$ cat src/rtl/jt12_reg_wr.sv
// jt12_reg_wr: CPU write-port front end decoding YM2612 channel registers 0xA0-0xB6.
// Latency: update strobes fire on the accepting clock when cen=1, else on the next cen=1 clock.
// Backpressure: none; writes are always accepted, busy is advisory status for the CPU.
//
// Ports:
//   i_rst, i_clk, i_cen        async active-high reset, clock, clock enable
//   i_cs_n, i_wr_n             active-low chip select / write strobe
//   i_addr[1:0]                [0]=0 address, [0]=1 data; [1]=part (channels 3-5)
//   i_din[7:0]                 CPU data bus
//   o_dout[7:0]                status byte {busy,7'd0}
//   o_wr_data[7:0]             data byte held for the channel register stage
//   o_up_ch[2:0]               target channel {part,sel[1:0]}
//   o_latch_fnum[5:0]          {block,fnum[10:8]} for the channel in o_up_ch
//   o_up_fnumlo/alg/pms        one-clock update strobes
//   o_busy                     write-busy flag
//
// Build option: JT12_SHARED_FNUM_LATCH_EN selects one F-num high latch shared by all
// channels (chip behaviour); without it each channel keeps its own latch.
module jt12_reg_wr #(
    parameter int NUM_CH   = 6,
    parameter int BUSY_CYC = 32
) (
    input  logic       i_rst,
    input  logic       i_clk,
    input  logic       i_cen,
    input  logic       i_cs_n,
    input  logic       i_wr_n,
    input  logic [1:0] i_addr,
    input  logic [7:0] i_din,
    output logic [7:0] o_dout,
    output logic [7:0] o_wr_data,
    output logic [2:0] o_up_ch,
    output logic [5:0] o_latch_fnum,
    output logic       o_up_fnumlo,
    output logic       o_up_alg,
    output logic       o_up_pms,
    output logic       o_busy
);

    typedef enum logic [1:0] {
        UP_NONE   = 2'd0,
        UP_FNUMLO = 2'd1,
        UP_ALG    = 2'd2,
        UP_PMS    = 2'd3
    } up_kind_t;

    localparam logic [7:0] BUSY_LOAD = 8'(BUSY_CYC);

    logic       r_we;
    logic [7:0] r_sel;
    logic       r_part;
    up_kind_t   r_pend;
    logic [7:0] r_wr_data;
    logic [2:0] r_up_ch;
    logic [5:0] r_latch_fnum;
    logic       r_up_fnumlo;
    logic       r_up_alg;
    logic       r_up_pms;
    logic [7:0] r_busy_cnt;
    logic       r_busy;

    logic       w_we;
    logic       w_acc;
    logic       w_addr_wr;
    logic       w_data_wr;
    logic       w_ch_ok;
    logic       w_is_fhi;
    up_kind_t   w_kind;
    up_kind_t   w_fire;
    logic [2:0] w_ch;
    logic [5:0] w_fnum_rd;

    // Only the rising edge of the combined write enable counts, so a long
    // wr_n pulse is a single access.
    assign w_we      = ~i_cs_n & ~i_wr_n;
    assign w_acc     = w_we & ~r_we;
    assign w_addr_wr = w_acc & ~i_addr[0];
    assign w_data_wr = w_acc &  i_addr[0];

    // sel[1:0]==3 has no channel behind it in any register group.
    assign w_ch_ok  = (r_sel[1:0] != 2'd3);
    assign w_is_fhi = w_ch_ok && (r_sel[7:2] == 6'b1010_01);
    assign w_ch     = {r_part, r_sel[1:0]};

    always_comb begin
        w_kind = UP_NONE;
        if (w_ch_ok) begin
            case (r_sel[7:2])
                6'b1010_00: w_kind = UP_FNUMLO;
                6'b1011_00: w_kind = UP_ALG;
                6'b1011_01: w_kind = UP_PMS;
                default:    w_kind = UP_NONE;
            endcase
        end
    end

    // A write landing on a cen clock fires straight away and supersedes
    // anything still pending; otherwise the pending strobe waits for cen.
    always_comb begin
        w_fire = UP_NONE;
        if (i_cen) begin
            w_fire = w_data_wr ? w_kind : r_pend;
        end
    end

`ifdef JT12_SHARED_FNUM_LATCH_EN
    logic [5:0] r_fnum_hi;

    assign w_fnum_rd = r_fnum_hi;

    always_ff @(posedge i_clk or posedge i_rst) begin
        if (i_rst) begin
            r_fnum_hi <= '0;
        end else if (w_data_wr && w_is_fhi) begin
            r_fnum_hi <= i_din[5:0];
        end
    end
`else
    localparam int IW = (NUM_CH == 3) ? 2 : 3;

    logic [5:0]    r_fnum_hi [NUM_CH];
    logic [IW-1:0] w_idx;

    // Channel {part,sel} 0-2 / 4-6 maps onto latch slots 0-5.
    assign w_idx     = IW'({1'b0, r_sel[1:0]} + (r_part ? 3'd3 : 3'd0));
    assign w_fnum_rd = r_fnum_hi[w_idx];

    always_ff @(posedge i_clk or posedge i_rst) begin
        if (i_rst) begin
            for (int i = 0; i < NUM_CH; i++) begin
                r_fnum_hi[i] <= '0;
            end
        end else if (w_data_wr && w_is_fhi) begin
            r_fnum_hi[w_idx] <= i_din[5:0];
        end
    end
`endif

    always_ff @(posedge i_clk or posedge i_rst) begin
        if (i_rst) begin
            r_we         <= 1'b0;
            r_sel        <= '0;
            r_part       <= 1'b0;
            r_pend       <= UP_NONE;
            r_wr_data    <= '0;
            r_up_ch      <= '0;
            r_latch_fnum <= '0;
            r_up_fnumlo  <= 1'b0;
            r_up_alg     <= 1'b0;
            r_up_pms     <= 1'b0;
            r_busy_cnt   <= '0;
            r_busy       <= 1'b0;
        end else begin
            r_we <= w_we;

            if (w_addr_wr) begin
                r_sel  <= i_din;
                r_part <= (NUM_CH == 3) ? 1'b0 : i_addr[1];
            end

            r_up_fnumlo <= (w_fire == UP_FNUMLO);
            r_up_alg    <= (w_fire == UP_ALG);
            r_up_pms    <= (w_fire == UP_PMS);

            if (w_data_wr) begin
                r_wr_data <= i_din;
                r_pend    <= i_cen ? UP_NONE : w_kind;
                // Channel and F-num high are captured at acceptance so later
                // address writes cannot retarget a pending strobe.
                if (w_is_fhi) begin
                    r_up_ch      <= w_ch;
                    r_latch_fnum <= i_din[5:0];
                end else if (w_kind != UP_NONE) begin
                    r_up_ch      <= w_ch;
                    r_latch_fnum <= w_fnum_rd;
                end
            end else if (i_cen) begin
                r_pend <= UP_NONE;
            end

            if (w_data_wr) begin
                r_busy_cnt <= BUSY_LOAD;
                r_busy     <= 1'b1;
            end else if (i_cen && (r_busy_cnt != 8'd0)) begin
                r_busy_cnt <= r_busy_cnt - 8'd1;
                r_busy     <= (r_busy_cnt != 8'd1);
            end
        end
    end

    assign o_dout       = {r_busy, 7'd0};
    assign o_wr_data    = r_wr_data;
    assign o_up_ch      = r_up_ch;
    assign o_latch_fnum = r_latch_fnum;
    assign o_up_fnumlo  = r_up_fnumlo;
    assign o_up_alg     = r_up_alg;
    assign o_up_pms     = r_up_pms;
    assign o_busy       = r_busy;

endmodule
$ cat config.mk
export PLATFORM = sky130hd
export DESIGN_NAME = jt12_reg_wr
export DESIGN_NICKNAME = d
export VERILOG_FILES = /design/src/rtl/jt12_reg_wr.sv
export SDC_FILE = /design/constraint.sdc
export NUM_CORES = 1
export LEC_CHECK = 0
export ABC_AREA = 1
export CORE_AREA = 3 3 124 126
export CTS_BUF_LIST = sky130_fd_sc_hd__clkbuf_8
export CTS_CLUSTER_SIZE = 40
export DETAILED_ROUTE_END_ITERATION = 7
export DIE_AREA = 0 0 127 129
export PLACE_DENSITY = 0.45
export RECOVER_POWER = 100
export SETUP_SLACK_MARGIN = 0.15
export SYNTH_ARGS = -nofsm -noshare
export SYNTH_HDL_FRONTEND = slang
export SYNTH_SLANG_ARGS = --single-unit
$ cat constraint.sdc
create_clock -name i_clk -period 3.27 [get_ports i_clk]
set_input_delay 0.8175 -clock i_clk [delete_from_list [all_inputs] [get_ports i_clk]]
set_output_delay 0.8175 -clock i_clk [all_outputs]
set_load 0.03 [all_outputs]
==> results.txt <==
- At the pin with the least slew margin, the transition time is 0.998 ns.
- Unique masters post-synth: 29
* Number of top-level pins: 44
- The critical path is of the in2reg type.
- Summed over all cells, the static leakage comes to about 0.0025 uW.
- The count of buffers added on input and output ports is 36.
* Largest fanout on the critical path: 23
- Post-route antenna net violation count: 0
- Sequential elements use 46.8% of the synthesized area.
- Yosys warnings: 0
* Detailed Place HPWL: 6.76 mm
- Total of cells resized after clock tree synthesis: 0
- Max-slew violations: 0
* Post-route minimum period: about 2.7 ns
- The largest individual stage delay along the critical path comes from the cell sky130_fd_sc_hd__clkbuf_1.
- Starting DRT DRC Count: roughly 290
- The initial utilization of the core area, before any placement, comes to between 20% and 30%.
* Max-cap violations: 0
- Largest stage delay on the critical path: approximately 0.76 ns
- CP endpoint kind: flop
* Share of async-settable or async-resettable flops after synthesis: 100%
- Power spread over the standard cell area amounts to ~600 nW/um^2.
- Maximum clock skew at final layout: between 0.008 and 0.009 ns
- The clock reaches the later pin of the worst-skew pair after 0.35 ns.
- Dividing the synthesized area by the synthesized cell count gives just under 8 sq um.
* Post-synth top flop: sky130_fd_sc_hd__dfrtp_1
- In this run, post-CTS hold repair placed 0 buffers.
- GRT Total Usage: about 13%
- The synthesized design contains 0 enable-type register cells.
- Nets: approximately 580
* Clk root buf: sky130_fd_sc_hd__clkbuf_8
* # diodes: 0
- Number of setup buffers added after CTS: 0
- Headroom to the max-slew limit came out at approximately a third.
- Setup violations remaining at the end of the flow were counted as 0.
* Aggregate negative setup slack: 0 ns
- Data on the critical path arrives at its endpoint at 2.98 ns.
- Entering global routing, the biggest net connects 40 pins.
* Portion of the clock cycle consumed by the worst path in the final layout: a little over 80%
- Setup repair after global routing left no endpoint under its margin.
- Remaining global-route overflow: 0
* Worst-case clock buffer depth: 2
* Number of antenna violations at the first check in global routing: 0
- By count the netlist is led by 194 x sky130_fd_sc_hd__nand2_1, 77 x sky130_fd_sc_hd__dfrtp_1, 64 x sky130_fd_sc_hd__inv_1.
* Post-layout utilization of the core: between 30 and 40%
* Vias: between 3000 and 4000
- Horizontal extent of the die: between 100 and 150 microns
* Wire length of the first global-routing pass: 16.6 mm
- IR drop worst, VDD: roughly 0.00023 V
- Clock tree from TritonCTS: done
* Ordered list of cells on the worst path: dlygate4sd3_1, nor2_1, nand3_4, clkbuf_1, inv_4, or2_2, nand2_1, nand2_1, nor2_1
* Final WL: roughly 9.7 mm
- DR DRC count: 0
- Synth top area share: ~47%
* Mean number of vias per cell: around 4.4
* TritonCTS buffer count: 9
- The core region is roughly 14000 sq um.
- Average routed wire per standard cell: around 13 microns
* Depth of the worst register-to-register path: 8
- RD Place Congestion: 0.764
* Dominant cell by count in the synthesized netlist: sky130_fd_sc_hd__nand2_1
* Die span in y: roughly 130 microns
* Htree depth: 3
- Derived from the worst setup path, the maximum achievable clock frequency is between 300 and 400 MHz.
- Count of mapped cells out of synthesis: about 530
* CP required: around 3.6 ns
* Hold Path Class: reg2reg
- Synthesized flop and latch total: slightly below 80
- Number of hold violations in the final report: 0
- The floorplan has 44 rows.
* Top cells by area in the synthesized netlist: sky130_fd_sc_hd__dfrtp_1 47%, sky130_fd_sc_hd__nand2_1 18%, sky130_fd_sc_hd__inv_1 5.8%
* Number of sinks driven by the clock tree: 77
- Die footprint: 16400 sq um
- Via count of the first global-routing pass: approximately 3200
* Combined area of all synthesized cells: ~4100 sq um
- Clock-pin slew on the worst setup and hold paths: 0.08 ns
- Run status: completed
- Hold Crit Depth: 2
* Relative area change from synthesis to final layout: 14.2%
- Fraction of layout cells with a size suffix above 1: a little under 7%
* Overall power after layout: about 2800 uW
* Detailed-routing iteration count for the pre-antenna-repair pass: 4
- Critical Path Start Type: primary input
- Of all cell types, the one taking the most synthesized area is sky130_fd_sc_hd__dfrtp_1.
worst paths after layout:
check	startpoint	end	slack (ns)
max	i_cs_n	o_up_fnumlo	0.58
min	r_fnum_hi[23]	r_fnum_hi[23]	0.47
max reg2reg	r_sel[0]	r_fnum_hi[28]	0.94
min reg2reg	r_fnum_hi[23]	r_fnum_hi[23]	0.47
max in group asynchronous	i_rst	r_fnum_hi[14]	1.07
min in group asynchronous	i_rst	o_wr_data[5]	1.05
sequential cells by signal, summed over array words and instances (netlist names):
name and count:
r_sel 8, r_we 1, o_up_ch 3, o_up_fnumlo 1, o_wr_data 8, r_pend 2, r_part 1, r_busy_cnt 8
o_busy 1, o_up_alg 1, o_up_pms 1, r_fnum_hi 36, o_latch_fnum 6
layout make-up:
| cell class | instances | area, sq um |
|---|---|---|
| fill | 1581 | 9730 |
| sequential | 77 | 1930 |
| multi-input combinational | 356 | 1700 |
| timing repair buffer | 46 | 430 |
| inverter | 68 | 258 |
| tap | 184 | 230 |
| clock buffer | 9 | 124 |
| clock inverter | 7 | 28.8 |
stage by stage:
stage               hold slack (ns)  worst slack (ns)  cells  cell area (sq um)
floorplan                     0.442             0.486    537               4140
global placement              0.453             0.803    731               4600
CTS                           0.478             0.920    747               4750
global route                  0.487             0.376    747               4700
finish                        0.472             0.575    747               4700
detailed placement            0.458             0.787    731               4600
logic make-up after synthesis:
logic type                 synth area share [%]
DFF                                        46.8
adders and majority gates                  1.40
other                                    0.0912
and+or+nand+nor                            36.5
xor gates and xnor gates                   1.06
AOI/OAI and AO/OA                          2.55
buffers and inverters                      11.6
metal layers:
metal	track usage, %	routed length, microns
met1	17.0	4630
met2	20.5	4530
met3	3.03	398
met4	3.79	128
met5	0	0
power breakdown:
part	internal (uW)	switching, uW	total [uW]
clock network	260	342	602
registers	1070	98.4	1170
logic	326	708	1030
layout by cell type, fill, tap and decap left out:
master                            Yosys  layout
sky130_fd_sc_hd__inv_4                1       1
sky130_fd_sc_hd__nor2_2               3       3
sky130_fd_sc_hd__nand4_1             38      38
sky130_fd_sc_hd__clkinv_2             0       2
sky130_fd_sc_hd__dlygate4sd3_1        0      24
sky130_fd_sc_hd__xor2_1               5       5
sky130_fd_sc_hd__nor2_1              24      25
sky130_fd_sc_hd__nand2_2              5       5
sky130_fd_sc_hd__nand2_4              2       2
sky130_fd_sc_hd__nand3_1             42      44
sky130_fd_sc_hd__nand3_4              6       4
sky130_fd_sc_hd__nor2_8               1       1
sky130_fd_sc_hd__clkbuf_1             8       4
sky130_fd_sc_hd__buf_12               1       1
sky130_fd_sc_hd__clkbuf_2             6       1
sky130_fd_sc_hd__conb_1               1       7
sky130_fd_sc_hd__nand2_1            194     194
sky130_fd_sc_hd__nor2_4               2       1
sky130_fd_sc_hd__o21ai_1              3       1
sky130_fd_sc_hd__ha_1                 3       3
sky130_fd_sc_hd__or2_2                1       1
sky130_fd_sc_hd__buf_4               11       4
sky130_fd_sc_hd__clkdlybuf4s50_1      0      12
sky130_fd_sc_hd__inv_1               64      69
sky130_fd_sc_hd__o21ai_0             17      19
sky130_fd_sc_hd__dfrtp_1             77      77
sky130_fd_sc_hd__inv_2                3       3
sky130_fd_sc_hd__a21oi_1              1       1
sky130_fd_sc_hd__nand3b_1             1       1
sky130_fd_sc_hd__fa_1                 1       1
sky130_fd_sc_hd__clkbuf_8             0       9
worst max-delay path, delay by kind of cell:
kind          cells  cell delay [ns]
buf+inv           3             1.41
simple gates      6             0.74
Note: power is estimated with default switching activity, not from simulation.
